**src/rtl/regfile_driver.sv**
```systemverilog
// Command-side sequencer for the 16x4 strobe-load register file: turns write/read
// commands into one-hot strobe sequences. Optional shadow check: REGFILE_DRV_SHADOW_EN.
module regfile_driver (
  input  logic       clk,
  input  logic       rst,
  input  logic       cmd_valid,
  output logic       cmd_ready,
  input  logic       cmd_op,
  input  logic [3:0] cmd_addr_a,
  input  logic [3:0] cmd_addr_b,
  input  logic [3:0] cmd_data,
  output logic       rsp_valid,
  input  logic       rsp_ready,
  output logic [3:0] rsp_data_a,
  output logic [3:0] rsp_data_b,
  output logic       rsp_mismatch,
  output logic [3:0] rf_p,
  output logic       rf_setRR1,
  output logic       rf_setRR2,
  output logic       rf_setWR,
  output logic       rf_setWData,
  output logic       rf_Wenable,
  input  logic [3:0] rf_OutR1,
  input  logic [3:0] rf_OutR2,
  output logic [3:0] dbg_state
);

  // Handshakes: a transfer happens on a rising edge where valid and ready are both
  // high; valid holds its payload stable until that edge, ready may change freely.
  typedef enum logic [3:0] {
    IDLE   = 4'd0,
    W_ADDR = 4'd1,
    W_DATA = 4'd2,
    W_EN   = 4'd3,
    R_A    = 4'd4,
    R_B    = 4'd5,
    R_WAIT = 4'd6,
    R_CAP  = 4'd7,
    RSP    = 4'd8
  } state_t;

  state_t     state_q, state_d;
  logic [3:0] addr_a_q, addr_a_d;
  logic [3:0] addr_b_q, addr_b_d;
  logic [3:0] data_q, data_d;
  logic [3:0] rf_p_q, rf_p_d;
  logic       set_rr1_q, set_rr1_d;
  logic       set_rr2_q, set_rr2_d;
  logic       set_wr_q, set_wr_d;
  logic       set_wd_q, set_wd_d;
  logic       wen_q, wen_d;
  logic       cmd_ready_q, cmd_ready_d;
  logic       rsp_valid_q, rsp_valid_d;
  logic [3:0] rsp_a_q, rsp_b_q;
  logic       accept;

  assign accept = (state_q == IDLE) && cmd_valid;

  always_comb begin
    state_d = state_q;
    case (state_q)
      IDLE:    if (cmd_valid) state_d = cmd_op ? R_A : W_ADDR;
      W_ADDR:  state_d = W_DATA;
      W_DATA:  state_d = W_EN;
      W_EN:    state_d = IDLE;
      R_A:     state_d = R_B;
      R_B:     state_d = R_WAIT;
      R_WAIT:  state_d = R_CAP;
      R_CAP:   state_d = RSP;
      RSP:     if (rsp_ready) state_d = IDLE;
      default: state_d = IDLE;
    endcase
  end

  // Outputs are decoded from the next state so every strobe leaves a flop.
  always_comb begin
    addr_a_d    = accept ? cmd_addr_a : addr_a_q;
    addr_b_d    = accept ? cmd_addr_b : addr_b_q;
    data_d      = accept ? cmd_data   : data_q;
    rf_p_d      = 4'd0;
    set_rr1_d   = 1'b0;
    set_rr2_d   = 1'b0;
    set_wr_d    = 1'b0;
    set_wd_d    = 1'b0;
    wen_d       = 1'b0;
    cmd_ready_d = (state_d == IDLE);
    rsp_valid_d = (state_d == RSP);
    case (state_d)
      W_ADDR: begin set_wr_d  = 1'b1; rf_p_d = addr_a_d; end
      W_DATA: begin set_wd_d  = 1'b1; rf_p_d = data_d;   end
      W_EN:   wen_d = 1'b1;
      R_A:    begin set_rr1_d = 1'b1; rf_p_d = addr_a_d; end
      R_B:    begin set_rr2_d = 1'b1; rf_p_d = addr_b_d; end
      default: ;
    endcase
  end

  always_ff @(posedge clk) begin
    if (rst) begin
      state_q     <= IDLE;
      addr_a_q    <= 4'd0;
      addr_b_q    <= 4'd0;
      data_q      <= 4'd0;
      rf_p_q      <= 4'd0;
      set_rr1_q   <= 1'b0;
      set_rr2_q   <= 1'b0;
      set_wr_q    <= 1'b0;
      set_wd_q    <= 1'b0;
      wen_q       <= 1'b0;
      cmd_ready_q <= 1'b1;
      rsp_valid_q <= 1'b0;
      rsp_a_q     <= 4'd0;
      rsp_b_q     <= 4'd0;
    end else begin
      state_q     <= state_d;
      addr_a_q    <= addr_a_d;
      addr_b_q    <= addr_b_d;
      data_q      <= data_d;
      rf_p_q      <= rf_p_d;
      set_rr1_q   <= set_rr1_d;
      set_rr2_q   <= set_rr2_d;
      set_wr_q    <= set_wr_d;
      set_wd_q    <= set_wd_d;
      wen_q       <= wen_d;
      cmd_ready_q <= cmd_ready_d;
      rsp_valid_q <= rsp_valid_d;
      if (state_q == R_CAP) begin
        rsp_a_q <= rf_OutR1;
        rsp_b_q <= rf_OutR2;
      end
    end
  end

`ifdef REGFILE_DRV_SHADOW_EN
  logic [3:0]  shadow_q [16];
  logic [15:0] shadow_vld_q;
  logic        mismatch_q, mismatch_d;

  always_comb begin
    mismatch_d = mismatch_q;
    if (state_q == R_CAP) begin
      mismatch_d = (shadow_vld_q[addr_a_q] && (rf_OutR1 != shadow_q[addr_a_q])) ||
                   (shadow_vld_q[addr_b_q] && (rf_OutR2 != shadow_q[addr_b_q]));
    end else if ((state_q == RSP) && rsp_ready) begin
      mismatch_d = 1'b0;
    end
  end

  // Shadow contents need no reset: the valid bits gate every use.
  always_ff @(posedge clk) begin
    if (state_q == W_EN) shadow_q[addr_a_q] <= data_q;
  end

  always_ff @(posedge clk) begin
    if (rst) begin
      shadow_vld_q <= 16'd0;
      mismatch_q   <= 1'b0;
    end else begin
      if (state_q == W_EN) shadow_vld_q[addr_a_q] <= 1'b1;
      mismatch_q <= mismatch_d;
    end
  end

  assign rsp_mismatch = mismatch_q;
`else
  assign rsp_mismatch = 1'b0;
`endif

  assign cmd_ready   = cmd_ready_q;
  assign rsp_valid   = rsp_valid_q;
  assign rsp_data_a  = rsp_a_q;
  assign rsp_data_b  = rsp_b_q;
  assign rf_p        = rf_p_q;
  assign rf_setRR1   = set_rr1_q;
  assign rf_setRR2   = set_rr2_q;
  assign rf_setWR    = set_wr_q;
  assign rf_setWData = set_wd_q;
  assign rf_Wenable  = wen_q;
  assign dbg_state   = state_q;

endmodule

```
**config.mk**
```make
export PLATFORM = sky130hd
export DESIGN_NAME = regfile_driver
export DESIGN_NICKNAME = d
export VERILOG_FILES = /design/src/rtl/regfile_driver.sv
export SDC_FILE = /design/constraint.sdc
export NUM_CORES = 1
export LEC_CHECK = 0
export ABC_AREA = 1
export CORE_UTILIZATION = 46
export DETAILED_ROUTE_END_ITERATION = 16
export PLACE_DENSITY = 0.83
export SLEW_MARGIN = 25
export SYNTH_ARGS = -nofsm -noshare
export SYNTH_HDL_FRONTEND = slang
export SYNTH_SLANG_ARGS = --single-unit
export TNS_END_PERCENT = 5
```
**constraint.sdc**
```tcl
create_clock -name clk -period 1.9 [get_ports clk]
set_clock_uncertainty 0.2 [all_clocks]
set_input_delay 0.19 -clock clk [delete_from_list [all_inputs] [get_ports clk]]
set_output_delay 0.19 -clock clk [all_outputs]
set_load 0.01 [all_outputs]
```
==> flow_metrics.env <==
export IMPL_routed_wl_um=3200
export IMPL_syn_to_final_growth_pct=40.5
export IMPL_layout_commonest_cell="clkdlybuf4s50_1"
export IMPL_std_cell_rows=18
export IMPL_drt_iter0_drc=46
export IMPL_drc_errors=0
export IMPL_postCtsSetupRepairBufs=0
export IMPL_synth_edf_count=0
export IMPL_setup_tns_ns=0
export IMPL_end_kind="output port"
export IMPL_io_pins=49
export IMPL_worstPathArrival_ns=1.44
export IMPL_cpPeakStageDelay_ns=0.60
export IMPL_peakVddDrop_uv=659
export IMPL_cts_buffers=5
export IMPL_crit_required_ns=1.51
export IMPL_hpwlAfterDp_um=2480
export IMPL_crit_slowest_cell="clkdlybuf4s50_1"
export IMPL_route_detailed_wl_per_inst_um=12.4
export IMPL_clock_latency_ns=0.32
export IMPL_power_leakage_uw=0.000836
export IMPL_syn_nets=205
export IMPL_dr_pass1_iters=5
export IMPL_post_route_period_util_pct=96.1
export IMPL_clockRootBuffer="clkbuf_4"
export IMPL_p_total_uw=1540
export IMPL_cts_max_level=2
export IMPL_drv_cap=0
export IMPL_nets=253
export IMPL_yosys_warnings=0
export IMPL_synth_cell_types=20
export IMPL_io_buffers=47
export IMPL_hold_viol=0
export IMPL_start_util_pct=50.6
export IMPL_grt_pass1_wl_um=5220
export IMPL_die_height_um=55.4
export IMPL_ys_ff_latch=31
export IMPL_fmax_ghz=0.547
export IMPL_coreArea_mm2=0.00259
export IMPL_grt_pass1_vias=1177
export IMPL_path_clk_slew_ns=0.09
export IMPL_cts_sinks=31
export IMPL_most_common_layout_cells="clkdlybuf4s50_1, nor2_1, dfxtp_1, nand2_1, inv_1"
export IMPL_insertedDiodeCount=0
export IMPL_hold_buffers=0
export IMPL_critPathLaunchType="flop"
export IMPL_ys_seq_area_share_pct=47.3
export IMPL_vias=1306
export IMPL_syn_inst=180
export IMPL_cts_tree="built"
export IMPL_max_clock_path_buffers=2
export IMPL_grt_util_all_layers_pct=21.6
export IMPL_fin_crit_ns=1.83
export IMPL_crit_family="buffers and inverters"
export IMPL_slew_viol_final=0
export IMPL_rsz0062_at_grt="false"
export IMPL_async_reset_ff_share_pct=0
export IMPL_status="complete, no violations"
export IMPL_grt_overflow=0
export IMPL_die_x_um=55.4
export IMPL_finalSetupViolCount=0
export IMPL_grt_max_degree=19
export IMPL_cp_cell_sequence="clkdlybuf4s50_1"
export IMPL_worst_hold_path_type="input pin to flop"
export IMPL_grt_antenna_before_repair=0
export IMPL_p_per_area_mw_per_mm2=835
export IMPL_cp_max_fo=6
export IMPL_postRouteAntennaNets=0
export IMPL_syn_avg_cell_area_um2=7.28
export IMPL_critical_path_class="flop to output port"
export IMPL_drive_gt1_share_pct=10.5
export IMPL_holdWs_ns=0.274
export IMPL_place_congestion=0.932
export IMPL_ys_flop_type="dfxtp_1"
export IMPL_via_per_inst=5.06
export IMPL_fillCellCount=210
export IMPL_syn_cell_area_mm2=0.00131
export IMPL_ctsResizeCount=0
export IMPL_die_area_mm2=0.00307
export IMPL_worst_path_buf_inv=1
==> cells by family (layout without fill, tap and decap cells) <==
family / Yosys count / after routing / share of synthesized area (%)
AOI/OAI and AO/OA: 13 / 13 / 4.96
buffers and inverters: 37 / 85 / 11.7
DFF: 31 / 31 / 47.3
other: 1 / 1 / 0.286
and+or+nand+nor: 98 / 98 / 35.7
==> worst reg2reg max path: cells and delay by family, from the launching register on <==
family	cells	cell delay, ns
AND/OR/NAND/NOR	6	0.79
flip-flops	1	0.51
buffers and inverters	1	0.08
==> metrics by stage <==
| step | cells | setup WS [ns] | area [um^2] | util (%) |
|---|---|---|---|---|
| 3_3_place_gp | 251 | 0.126 | 1790 | 68.9 |
| 2_1_floorplan | 180 | 0.506 | 1310 | - |
| 6_report | 258 | 0.0733 | 1840 | 71.1 |
| 4_1_cts | 258 | 0.0782 | 1840 | 71.1 |
| 5_1_grt | 258 | 0.0463 | 1840 | 71.1 |
| 3_5_place_dp | 251 | 0.000337 | 1790 | 68.9 |
==> final cells by class <==
class                      count  area (um^2)  share of cell area [%]
clock buffer                   6         51.3                    2.79
multi-input combinational    112          537                    29.1
clock inverter                 1         5.00                   0.272
timing repair buffer          48          478                    26.0
sequential                    31          621                    33.7
inverter                      30          113                    6.11
tap                           30         37.5                    2.04
==> flip-flops by register name, summed over array words and instances, names as in the netlist <==
register,flops
rsp_valid,1
rf_setWR,1
rf_setRR2,1
rsp_data_a,4
rf_setRR1,1
rf_p,4
data_q,4
rsp_data_b,4
rf_setWData,1
dbg_state,4
rf_Wenable,1
addr_b_q,4
cmd_ready,1
==> Yosys cell counts, types with 2 or more instances <==
master    count  share of area (%)
nor4_1        3                1.4
clkbuf_1      2               0.57
dfxtp_1      31                 47
a21oi_1       2               0.76
nand3_1      17                6.5
inv_2         6                1.7
nor2_1       33                9.4
nand2_1      26                7.4
inv_1        24                6.9
o21ai_1      11                4.2
nand2_2       6                2.9
buf_2         3                1.1
nor2_4        2                1.7
nand4_1       8                3.8
==> where the power goes <==
group / switching, uW / total (uW) / leakage [uW] / internal, uW
combinational: 232 / 419 / 0.000549 / 187
sequential: 33.3 / 742 / 0.000253 / 709
clock: 206 / 377 / 0.0000341 / 171
==> routing by layer <==
metal,wire length [um],track usage [%],vias to the layer above
li1,-,-,659
met1,1380,25.8,590
met2,1600,36.7,51
met3,161,3.75,6
met4,51,11.4,0
met5,0,0,-
==> worst paths after layout <==
path	from	end	slack, ns	cells after the start
worst max-delay path	dbg_state[1]	dbg_state[1]	0.07	1
worst min-delay path	rf_OutR1[2]	rsp_data_a[2]	0.27	3
worst max register to register	dbg_state[1]	cmd_ready	0.20	7
worst min register to register	rsp_data_a[3]	rsp_data_a[3]	0.30	2
Note: power is estimated with default switching activity, not from simulation.
